$ cat config.mk
export PLATFORM = sky130hd
export DESIGN_NAME = gamepad_pmod_receiver
export DESIGN_NICKNAME = d
export VERILOG_FILES = /design/src/rtl/gamepad_pkg.sv /design/src/rtl/sync_rise.sv /design/src/rtl/gamepad_pmod_receiver.sv
export SDC_FILE = /design/constraint.sdc
export NUM_CORES = 1
export LEC_CHECK = 0
export CAP_MARGIN = 30
export CORE_MARGIN = 8
export CORE_UTILIZATION = 38
export CTS_CLUSTER_DIAMETER = 120
export CTS_CLUSTER_SIZE = 12
export DETAILED_ROUTE_END_ITERATION = 7
export DONT_BUFFER_PORTS = 1
export PLACE_DENSITY = 0.61
export SLEW_MARGIN = 20
export SYNTH_ARGS = -nofsm -noshare
export SYNTH_HDL_FRONTEND = slang
export SYNTH_SLANG_ARGS = --single-unit
export TNS_END_PERCENT = 100
$ cat constraint.sdc
create_clock -name clk -period 3.51 [get_ports clk]
set_clock_uncertainty 0.1 [all_clocks]
set_input_delay 0.5265 -clock clk [delete_from_list [all_inputs] [get_ports clk]]
set_output_delay 0.5265 -clock clk [all_outputs]
set_load 0.05 [all_outputs]
$ cat src/rtl/gamepad_pkg.sv
// rtl/gamepad_pkg.sv - shared constants for the Gamepad Pmod receiver
// Frame length, button bit positions within a frame (first bit received
// lands in the MSB) and the default silence timeout.
package gamepad_pkg;

    localparam int NUM_BITS               = 12;
    localparam int DEFAULT_TIMEOUT_CYCLES = 1048576;

    localparam int BTN_B      = 11;
    localparam int BTN_Y      = 10;
    localparam int BTN_SELECT = 9;
    localparam int BTN_START  = 8;
    localparam int BTN_UP     = 7;
    localparam int BTN_DOWN   = 6;
    localparam int BTN_LEFT   = 5;
    localparam int BTN_RIGHT  = 4;
    localparam int BTN_A      = 3;
    localparam int BTN_X      = 2;
    localparam int BTN_L      = 1;
    localparam int BTN_R      = 0;

    typedef logic [NUM_BITS-1:0] btn_vec_t;

endpackage

$ cat src/rtl/sync_rise.sv
// rtl/sync_rise.sv - 2-FF synchronizer with a rising-edge detector
// Ports:
//   clk, rst_n : system clock, asynchronous active-low reset
//   d          : asynchronous input
//   level      : synchronized level (2nd flop)
//   rise       : high for one cycle when level goes 0 -> 1 (2nd vs 3rd flop)
module sync_rise (
    input  logic clk,
    input  logic rst_n,
    input  logic d,
    output logic level,
    output logic rise
);

    logic ff1_q, ff2_q, ff3_q;

    always_ff @(posedge clk or negedge rst_n) begin
        if (!rst_n) begin
            ff1_q <= 1'b0;
            ff2_q <= 1'b0;
            ff3_q <= 1'b0;
        end else begin
            ff1_q <= d;
            ff2_q <= ff1_q;
            ff3_q <= ff2_q;
        end
    end

    assign level = ff2_q;
    assign rise  = ff2_q & ~ff3_q;

endmodule

$ cat src/rtl/gamepad_pmod_receiver.sv
// rtl/gamepad_pmod_receiver.sv - Gamepad Pmod serial frame receiver
// Ports:
//   clk, rst_n                   : system clock, asynchronous active-low reset
//   pmod_data/pmod_clk/pmod_latch: asynchronous serial interface from the Pmod
//   b .. r                       : registered button levels, 1 = pressed
//   is_present                   : controller connected and frames arriving
//   frame_valid                  : 1-cycle pulse, outputs updated from a frame
//   frame_error                  : 1-cycle pulse, latch with wrong bit count
module gamepad_pmod_receiver #(
    parameter int NUM_BITS       = gamepad_pkg::NUM_BITS,
    parameter int TIMEOUT_CYCLES = gamepad_pkg::DEFAULT_TIMEOUT_CYCLES
) (
    input  logic clk,
    input  logic rst_n,
    input  logic pmod_data,
    input  logic pmod_clk,
    input  logic pmod_latch,
    output logic b,
    output logic y,
    output logic select,
    output logic start,
    output logic up,
    output logic down,
    output logic left,
    output logic right,
    output logic a,
    output logic x,
    output logic l,
    output logic r,
    output logic is_present,
    output logic frame_valid,
    output logic frame_error
);

    import gamepad_pkg::*;

    localparam int BCW = $clog2(NUM_BITS + 2);
    localparam int WDW = $clog2(TIMEOUT_CYCLES);

    localparam logic [BCW-1:0] CNT_FULL = BCW'(NUM_BITS);
    localparam logic [BCW-1:0] CNT_SAT  = BCW'(NUM_BITS + 1);
    localparam logic [WDW-1:0] WD_MAX   = WDW'(TIMEOUT_CYCLES - 1);

    logic data_s;
    logic clk_rise;
    logic latch_rise;
    logic clk_level_unused;
    logic latch_level_unused;
    logic data_rise_unused;

    sync_rise u_sync_data (
        .clk   (clk),
        .rst_n (rst_n),
        .d     (pmod_data),
        .level (data_s),
        .rise  (data_rise_unused)
    );

    sync_rise u_sync_clk (
        .clk   (clk),
        .rst_n (rst_n),
        .d     (pmod_clk),
        .level (clk_level_unused),
        .rise  (clk_rise)
    );

    sync_rise u_sync_latch (
        .clk   (clk),
        .rst_n (rst_n),
        .d     (pmod_latch),
        .level (latch_level_unused),
        .rise  (latch_rise)
    );

    logic [NUM_BITS-1:0] shift_q, shift_d;
    logic [NUM_BITS-1:0] btn_q,   btn_d;
    logic [BCW-1:0]      cnt_q,   cnt_d;
    logic [WDW-1:0]      wd_q,    wd_d;
    logic                pres_q,  pres_d;
    logic                fv_q,    fv_d;
    logic                fe_q,    fe_d;

    always_comb begin
        shift_d = shift_q;
        btn_d   = btn_q;
        cnt_d   = cnt_q;
        pres_d  = pres_q;
        fv_d    = 1'b0;
        fe_d    = 1'b0;
        wd_d    = (wd_q == WD_MAX) ? wd_q : wd_q + 1'b1;

        // A latch rise wins over a coincident clk rise: that clk edge is dropped.
        if (latch_rise) begin
            cnt_d = '0;
            if (cnt_q == CNT_FULL) begin
                fv_d = 1'b1;
                wd_d = '0;
                // An all-ones frame is what the bridge sends with no pad attached.
                if (&shift_q) begin
                    pres_d = 1'b0;
                    btn_d  = '0;
                end else begin
                    pres_d = 1'b1;
                    btn_d  = shift_q;
                end
            end else begin
                fe_d = 1'b1;
            end
        end else if (clk_rise) begin
            shift_d = {shift_q[NUM_BITS-2:0], data_s};
            if (cnt_q != CNT_SAT) begin
                cnt_d = cnt_q + 1'b1;
            end
        end

        // Silence: clear on the edge the watchdog reaches its ceiling and keep
        // clearing while it sits there, until a frame is accepted.
        if (!fv_d && (wd_d == WD_MAX)) begin
            btn_d  = '0;
            pres_d = 1'b0;
        end
    end

    always_ff @(posedge clk or negedge rst_n) begin
        if (!rst_n) begin
            shift_q <= '0;
            btn_q   <= '0;
            cnt_q   <= '0;
            wd_q    <= '0;
            pres_q  <= 1'b0;
            fv_q    <= 1'b0;
            fe_q    <= 1'b0;
        end else begin
            shift_q <= shift_d;
            btn_q   <= btn_d;
            cnt_q   <= cnt_d;
            wd_q    <= wd_d;
            pres_q  <= pres_d;
            fv_q    <= fv_d;
            fe_q    <= fe_d;
        end
    end

    assign b           = btn_q[BTN_B];
    assign y           = btn_q[BTN_Y];
    assign select      = btn_q[BTN_SELECT];
    assign start       = btn_q[BTN_START];
    assign up          = btn_q[BTN_UP];
    assign down        = btn_q[BTN_DOWN];
    assign left        = btn_q[BTN_LEFT];
    assign right       = btn_q[BTN_RIGHT];
    assign a           = btn_q[BTN_A];
    assign x           = btn_q[BTN_X];
    assign l           = btn_q[BTN_L];
    assign r           = btn_q[BTN_R];
    assign is_present  = pres_q;
    assign frame_valid = fv_q;
    assign frame_error = fe_q;

endmodule

; ---- After elaboration in Yosys (flattened, before gate mapping)
; Cells that the tools add are included.
[classes]
n_eq_ne = 4
n_addsub = 2
bitwise = 5
muxes = 18
reduce_logical = 10
[op_table]
columns = op, count
row1 = two-way mux 20 bit, 3
row2 = two-way mux 12 bit, 4
row3 = == test 20 bit (second input constant), 2
row4 = adder 20 x 1 -> 20 bit (second input constant), 1
row5 = two-way mux 4 bit, 3
row6 = AND reduction 12 bit, 1
row7 = two-way mux 1 bit, 8
row8 = nonzero test 2 bit, 4
row9 = AND reduction 2 bit, 3
row10 = adder 4 x 1 -> 4 bit (second input constant), 1
row11 = == test 4 bit (second input constant), 1
row12 = != test 4 bit (second input constant), 1
row13 = inverter 1 bit, 3
row14 = bitwise AND 1 bit, 2
row15 = logical AND 1 bit, 1
row16 = zero test 1 bit, 1
[totals]
word_cells = 54
register_bits = 59

; ---- Longest topological paths before layout
; Gate-level depths: netlist (run 1).
[depth]
depth_word = 8
ltp_mapped = 11

; ---- By module
; A second synthesis (run 1) with hierarchy kept.
[unflattened]
cells_unflattened = 234
hier_area_um2 = 2716.4
[by_module_without_submodules]
columns = module, instances, cells_per_inst, seq_area_each_um2, area_each_um2
row1 = gamepad_pmod_receiver, 1, 222, 1276.2, 2449.8
row2 = sync_rise, 3, 4, 75.1, 88.8

; ---- Least setup slack after synthesis (run 1)
; OpenSTA, ideal clock, no wires.
[synth_path]
kind = register to register
from = register wd_q[0]
to = register btn_q[10]
stages_incl_launch_ff = 9
slack_ns = 1.040
required_ns = 3.282
arrival_ns = 2.242
period_less_slack_ns = 2.470
path_buffers = 1
cell_sequence = dfrtp_1 ha_1 nand4_1 or4_4 a211oi_4 o211ai_2 nor4_4 buf_6 o211ai_2
[synth_between]
elab_chain_len = 8
elab_cells_between_ends = 11
cone_classes = add/sub: 1 / eq/ne: 2 / mux: 4 / reduce/logical: 4
[synth_lines]
columns = item, line
row1 = start: declaration, gamepad_pmod_receiver.sv:78  ; logic [WDW-1:0] wd_q, wd_d;
row2 = start signal: assignment, gamepad_pmod_receiver.sv:137  ; wd_q <= wd_d;
row3 = adder 20 x 1 -> 20 bit / == test 20 bit (equally long branches), gamepad_pmod_receiver.sv:90  ; wd_d = (wd_q == WD_MAX) ? wd_q : wd_q + 1'b1;
row4 = two-way mux 20 bit (*), gamepad_pmod_receiver.sv:90
row5 = two-way mux 20 bit, gamepad_pmod_receiver.sv:95  ; if (cnt_q == CNT_FULL) begin
row6 = two-way mux 20 bit (*), gamepad_pmod_receiver.sv:93  ; if (latch_rise) begin
row7 = via wd_d[9], gamepad_pmod_receiver.sv:78
row8 = == test 20 bit (*), gamepad_pmod_receiver.sv:118  ; if (!fv_d && (wd_d == WD_MAX)) begin
row9 = logical AND 1 bit (*), gamepad_pmod_receiver.sv:118
row10 = nonzero test 2 bit (no source line), --
row11 = AND reduction 2 bit (no source line), --
row12 = end signal: assignment, gamepad_pmod_receiver.sv:135  ; btn_q <= btn_d;
row13 = end: declaration, gamepad_pmod_receiver.sv:76  ; logic [NUM_BITS-1:0] btn_q, btn_d;
; Mark *: on every way through the listed nets, which the timed path passes. The rest lies on a longest branch.
; A chain may end at the register's enable or synchronous reset.

; ---- Worst setup path after layout (run 1)
[layout_path]
from = register wd_q[0]
to = register btn_q[0]
[layout_between]
elab_chain_len = 8
elab_cells_between_ends = 11
cone_classes = add/sub: 1 / eq/ne: 2 / mux: 4 / reduce/logical: 4
[layout_lines]
columns = item, line
row1 = adder 20 x 1 -> 20 bit / == test 20 bit (equally long branches), gamepad_pmod_receiver.sv:90
row2 = two-way mux 20 bit (*), gamepad_pmod_receiver.sv:90
row3 = two-way mux 20 bit, gamepad_pmod_receiver.sv:95
row4 = two-way mux 20 bit (*), gamepad_pmod_receiver.sv:93
row5 = == test 20 bit (*), gamepad_pmod_receiver.sv:118
row6 = logical AND 1 bit (*), gamepad_pmod_receiver.sv:118
row7 = nonzero test 2 bit (no source line), --
row8 = AND reduction 2 bit (no source line), --
; Every way passes the cells marked *; elsewhere a longest branch is shown, timed or not.

==> results of run 1 <==
-- worst max-delay path, cell delays in order, from the launching register on --
cell	delay (ns)
sky130_fd_sc_hd__dfrtp_1	0.45
sky130_fd_sc_hd__ha_1	0.29
sky130_fd_sc_hd__and3_1	0.44
sky130_fd_sc_hd__nand3_1	0.22
sky130_fd_sc_hd__o32ai_1	0.31
sky130_fd_sc_hd__o2111ai_1	0.22
sky130_fd_sc_hd__nor4_4	0.28
sky130_fd_sc_hd__buf_4	0.27
sky130_fd_sc_hd__o211ai_1	0.13
-- timing repair --
action	in CTS	in global routing
hold buffers	2	0
hold endpoints to repair	59	0
setup endpoints to repair	0	0
resized for setup	0	0
-- state kept, by name (all words and copies together), names as in the netlist, 4 cells and up --
name and flops:
btn_q 12, cnt_q 4, shift_q 12, wd_q 20
-- cell families after synthesis --
| group | Yosys count | synth area share |
|---|---|---|
| adders and majority gates | 4 | 0.0160 |
| buffers and inverters | 25 | 0.0690 |
| DFF | 59 | 0.473 |
| AOI/OAI and AO/OA | 51 | 0.137 |
| and+or+nand+nor | 136 | 0.236 |
| xor gates and xnor gates | 8 | 0.0225 |
| muxes | 13 | 0.0465 |
-- path summary, 6_finish.rpt --
check	to	from	slack, ns	depth (start not counted)
setup / recovery	btn_q[0]$_DFFE_PN0P_	wd_q[0]$_DFF_PN0_	0.68	8
hold / removal	u_sync_data.ff1_q$_DFF_PN0_	pmod_data	0.11	0
setup reg to reg	btn_q[0]$_DFFE_PN0P_	wd_q[0]$_DFF_PN0_	0.68	8
hold reg to reg	u_sync_data.level$_DFF_PN0_	u_sync_data.ff1_q$_DFF_PN0_	0.25	0
max in group asynchronous	frame_error$_DFF_PN0_	rst_n	2.42	2
min in group asynchronous	wd_q[14]$_DFF_PN0_	rst_n	0.62	2
-- routing by layer --
layer  vias to the layer above  routed length [um]  GRT usage
li1                       1087                   -          -
met1                      1112                3050      0.160
met2                        75                3070      0.176
met3                        15                 311     0.0234
met4                         0                 204     0.0764
met5                         -                   0          0
-- cells in the final DEF (no fill, tap or decap), drive strengths merged, types with 2 or more instances in the layout --
cell      synthesis  final
a211oi            2      2
a21oi             6      6
a311oi            2      2
a31oi             6      6
a41oi             2      2
and2              7      7
and3              4      4
and4              7      7
buf               5      5
bufinv            0      2
clkbuf           12     11
clkinvlp          0      2
dfrtp            59     59
ha                4      4
inv               7      8
mux2             12     12
nand2            42     42
nand3             9      9
nand4            25     25
nor2             21     21
nor2b             3      3
nor3              8      8
nor4              4      4
o2111ai           2      2
o211ai           14     14
o21a              2      2
o21ai             7      7
o32ai             2      2
or2               2      2
xnor2             4      4
xor2              4      4
-- stage by stage --
stage | power [mW] | hold WS, ns
global route | 1.87 | 0.0874
floorplan | 1.01 | 0.131
global placement | 1.04 | 0.134
finish | 1.79 | 0.107
CTS | 1.80 | 0.0870
detailed placement | 1.05 | 0.134
-- area by class of cell --
class                   instances  area (um2)  share of cell area
repair buffers                  6        67.6              0.0201
clock inverters                 5        83.8              0.0249
well taps                     105         131              0.0390
multi-input cells             212        1430               0.424
clock buffers                  11         151              0.0450
inverters                       7        26.3             0.00781
flip-flops and latches         59        1480               0.439
-- where the power goes --
part,internal [mW],total [mW],switching [mW]
Sequential,0.772,0.912,0.139
Combinational,0.0833,0.147,0.0634
Clock,0.441,0.727,0.286
Total,1.30,1.79,0.489
==> implementation parameters, run 1 <==
Parameter                              Value

STA
  Max-slew violation total from the final report    0
  Count of endpoints failing setup in the final report    0
  Setup total negative slack    0 ns
  Smallest setup slack after layout    between 0.6 and 0.7 ns
  Min cycle time layout    around 2.8 ns
  Slew at the pin closest to its max-slew limit    0.820 ns
  Peak clock frequency supported by timing    between 300 and 400 MHz
  Final hold vios    0
  Unrepaired setup endpoints after global routing    false
  Slew HR    0.451
  Final clock period utilization by the worst path    0.806

Cells and area
  Share of final-layout standard cells stronger than drive strength 1    0.187
  Fill count    roughly 790
  Final std cells w/o fill    about 410
  Diode insertion count for antenna repair    0
  Area delta synth->final    7.86%
  Final core utilization    0.416
  Summed area of non-filler cells in the final layout    approximately 3400 um2
  Final layout net count    approximately 300

Clocking
  Number of buffers inserted by post-CTS setup repair    0
  Number of buffers created by CTS    9
  TritonCTS clock tree    done
  Clock transition at path regs    0.07 ns
  Clock Tree Buf Depth    2
  Clock tree root driver cell    sky130_fd_sc_hd__clkbuf_8
  Number of sinks on the clock net    a little under 60
  Depth of the CTS H-tree    3
  Latest clock arrival within the worst-skew pair    between 0.3 and 0.4 ns

Detailed routing
  Detailed-routing iteration count for the pre-antenna-repair pass    4
  Drt drc    0
  Number of routed nets with antenna violations    0
  Detailed router's first-iteration violation count    172
  Average via count per standard cell    between 5 and 6
  WL final    between 6000 and 7000 um
  Count of vias placed by the detailed router    2289
  Wire per inst    16.4 um

Synth
  Top cells by count, synth    sky130_fd_sc_hd__dfrtp_1, sky130_fd_sc_hd__nand2_1, sky130_fd_sc_hd__nand4_1
  Ys async rst share    1.00
  Post-Synthesis Mean Instance Area    roughly 11 um2
  FF+latch count, synth    just under 60
  Fraction of synthesized cell area taken by the top area cell type    0.473
  Post-synthesis cell type count    54
  Top cells by area in the synthesized netlist    sky130_fd_sc_hd__dfrtp_1, sky130_fd_sc_hd__nand2_1, sky130_fd_sc_hd__nand4_1
  Synthesis Warnings    0
  Most used DFF post-synth    sky130_fd_sc_hd__dfrtp_1
  Sequential element share of the synthesized area    0.473
  Number of enable flip-flop cells after synthesis    0
  Synth area leader    sky130_fd_sc_hd__dfrtp_1
  Leading cell type by number of instances after synthesis    sky130_fd_sc_hd__dfrtp_1
  Post-synthesis net count    between 300 and 400
  Number of standard cells after synthesis    a little under 300
  Netlist Area Pre-Place    3120 um2

Placed design
  Pre-CTS worst setup slack    approximately 0.7 ns
  Port Buffers    0
  Total placed instance area    3090 um2
  # placed instances    just under 400
  Total half-perimeter wirelength after legalization and detailed placement    between 4000 and 5000 um
  Final RePlAce weighted congestion    around 0.93

Power
  Static leakage power    between 1 and 1.5 nW
  Worst supply voltage drop on vdd    around 0.27 mV
  Total power divided by cell area    531 nW/um2

Floorplanning
  I/O pin count    20
  Horiz. Die Dim    107 um
  Initial core utilization    0.385
  Die ar.    approximately 11000 um2
  Number of core rows    33
  Core area    8090 um2
  Floorplan die height    ~110 um

Worst setup path
  Type of the worst setup path    reg2reg
  Critical-path maximum fanout    13
  CP Data Required Time    3.62 ns
  Data arrival time of the critical path    2.94 ns
  CP endpoint kind    flip-flop
  Critical path startpoint category    flip-flop

Global routing
  Vias in the first global route    approximately 2200
  Aggregate global-route resource usage    0.120
  Number of antenna violations at the first check in global routing    0
  Total global routing overflow    0
  Pin count of the biggest net entering global routing    60
  Global-route wire length before repair    ~11000 um

Status
  Result of the run    finished, final reports clean

Run
  Max-cap check violation count    0

Worst hold path
  Worst hold path type    in2reg
Power figures use the tool's default switching activity.
==> inputs of run 2 (changes only) <==
Clock period 3.51 ns to 2.81 ns, I/O delays scaled along.
==> implementation parameters, run 2 (synthesis gave the netlist of run 1 again) <==
Parameter                              Value

STA
  Slew at the pin closest to its max-slew limit    about 0.67 ns
  Peak clock frequency supported by timing    about 380 MHz
  Slew HR    0.547
  Smallest setup slack after layout    0.170 ns
  Max-slew violation total from the final report    0
  Unrepaired setup endpoints after global routing    false
  Final hold vios    0
  Min cycle time layout    2.64 ns
  Worst hold margin    0.249 ns
  Final clock period utilization by the worst path    0.940
  Setup total negative slack    0 ns
  Count of endpoints failing setup in the final report    0

Detailed routing
  Detailed router's first-iteration violation count    213
  Wire per inst    ~16 um
  Drt drc    0
  Count of vias placed by the detailed router    2369
  Detailed-routing iteration count for the pre-antenna-repair pass    5
  Average via count per standard cell    5.68
  WL final    approximately 6600 um
  Number of routed nets with antenna violations    0

Run
  Max-cap check violation count    0

Worst setup path
  Critical path's slowest cell    sky130_fd_sc_hd__dfrtp_1
  Critical path startpoint category    flip-flop
  Type of the worst setup path    reg2reg
  Critical-path maximum fanout    13
  Data arrival time of the critical path    ~2.8 ns
  CP endpoint kind    flip-flop
  Buffers plus inverters on the worst setup path    1
  Biggest cell delay along the critical path    between 0.4 and 0.5 ns
  Crit-path cells    ha_2 -> and3_2 -> nand3_1 -> o32ai_1 -> o2111ai_1 -> nor4_4 -> buf_12 -> o211ai_1
  CP Data Required Time    between 2 and 3 ns
  Dominant delay contributor by cell family on the critical path    simple AND/OR/NAND/NOR gates

Cells and area
  Diode insertion count for antenna repair    0
  Leading registers by flop count    wd_q (20), btn_q (12), shift_q (12)
  Most common library cell in the layout ignoring fill and taps    sky130_fd_sc_hd__dfrtp_1
  Register bank with the most flops    wd_q
  Area delta synth->final    9.35%
  Final layout net count    ~320
  Max reg flops    20
  Share of final-layout standard cells stronger than drive strength 1    0.208
  Top library cells by usage in the layout, fill and taps aside    sky130_fd_sc_hd__dfrtp_1, sky130_fd_sc_hd__nand2_1, sky130_fd_sc_hd__nand4_1
  Summed area of non-filler cells in the final layout    3410 um2
  Fill count    around 800

Clocking
  Clock Tree Buf Depth    2
  Depth of the CTS H-tree    3
  Number of sinks on the clock net    59
  Number of buffers created by CTS    9
  TritonCTS clock tree    done
  Latest clock arrival within the worst-skew pair    around 0.34 ns
  Clock transition at path regs    about 0.06 ns
  Clock tree root driver cell    sky130_fd_sc_hd__clkbuf_8
  Number of buffers inserted by post-CTS setup repair    0

Global routing
  Pin count of the biggest net entering global routing    60
  Number of antenna violations at the first check in global routing    0
  Vias in the first global route    ~2300
  Aggregate global-route resource usage    0.126
  Total global routing overflow    0
  Global-route wire length before repair    11300 um

Placed design
  Pre-CTS worst setup slack    0.0661 ns
  Port Buffers    0
  Total half-perimeter wirelength after legalization and detailed placement    4630 um
  Total placed instance area    approximately 3200 um2
  Final RePlAce weighted congestion    0.843

Status
  Result of the run    finished, final reports clean

Power
  Worst supply voltage drop on vdd    ~0.32 mV
  Static leakage power    approximately 1.4 nW
  Total power divided by cell area    a little under 600 nW/um2
  Total power    1.98 mW

Floorplanning
  I/O pin count    20
  Core area    a little over 8000 um2
  Initial core utilization    0.385
  Floorplan die height    107 um
  Horiz. Die Dim    about 110 um
  Die ar.    between 10000 and 15000 um2
  Number of core rows    33

Worst hold path
  Worst hold path type    reg2reg
## run 2: layout make-up
| class | count | area [um2] | area share |
|---|---|---|---|
| inverters | 7 | 26.3 | 0.00770 |
| well taps | 105 | 131 | 0.0385 |
| multi-input cells | 212 | 1430 | 0.420 |
| clock inverters | 3 | 15.0 | 0.00440 |
| clock buffers | 12 | 145 | 0.0426 |
| repair buffers | 19 | 185 | 0.0543 |
| flip-flops and latches | 59 | 1480 | 0.433 |
## run 2: path summary, 6_finish.rpt
check	start	endpoint	slack, ns	cells past startpoint
max in group asynchronous	rst_n	frame_error$_DFF_PN0_	1.84	2
min reg2reg	u_sync_data.ff1_q$_DFF_PN0_	u_sync_data.level$_DFF_PN0_	0.25	0
max reg2reg	wd_q[0]$_DFF_PN0_	btn_q[2]$_DFFE_PN0P_	0.17	8
min in group asynchronous	rst_n	wd_q[18]$_DFF_PN0_	0.51	2
min	u_sync_data.ff1_q$_DFF_PN0_	u_sync_data.level$_DFF_PN0_	0.25	0
max	wd_q[0]$_DFF_PN0_	btn_q[2]$_DFFE_PN0P_	0.17	8
## run 2: stage by stage
stage	cells	utilization
floorplan	296	-
global placement	397	0.393
detailed placement	397	0.393
CTS	417	0.421
global route	417	0.421
finish	417	0.421
## run 2: routing by layer
layer,vias up,wire length (um),share of wire,global-route usage
li1,1109,-,-,-
met1,1162,2930,0.44,0.164
met2,83,3080,0.47,0.186
met3,15,426,0.064,0.0300
met4,0,179,0.027,0.0754
met5,-,0,0,0
## run 2: power breakdown
part           switching [mW]  leakage [nW]  internal, mW
clock network           0.320        0.0860         0.335
registers               0.157         0.716         0.966
logic                  0.0914         0.635         0.115
total                   0.569          1.44          1.42
## run 2: repair_timing
action,4_1_cts,5_1_grt
hold buffers,5,0
endpoints found under the hold margin,62,0
endpoints found under the setup margin,0,13
resized for setup,0,3
## run 2: worst reg2reg max path: cells and delay by family, from the launching register on
family,cells,cell delay [ns]
AOI/OAI and AO/OA,3,0.66
and+or+nand+nor,3,0.83
buffers and inverters,1,0.19
DFF,1,0.47
adders and majority gates,1,0.28
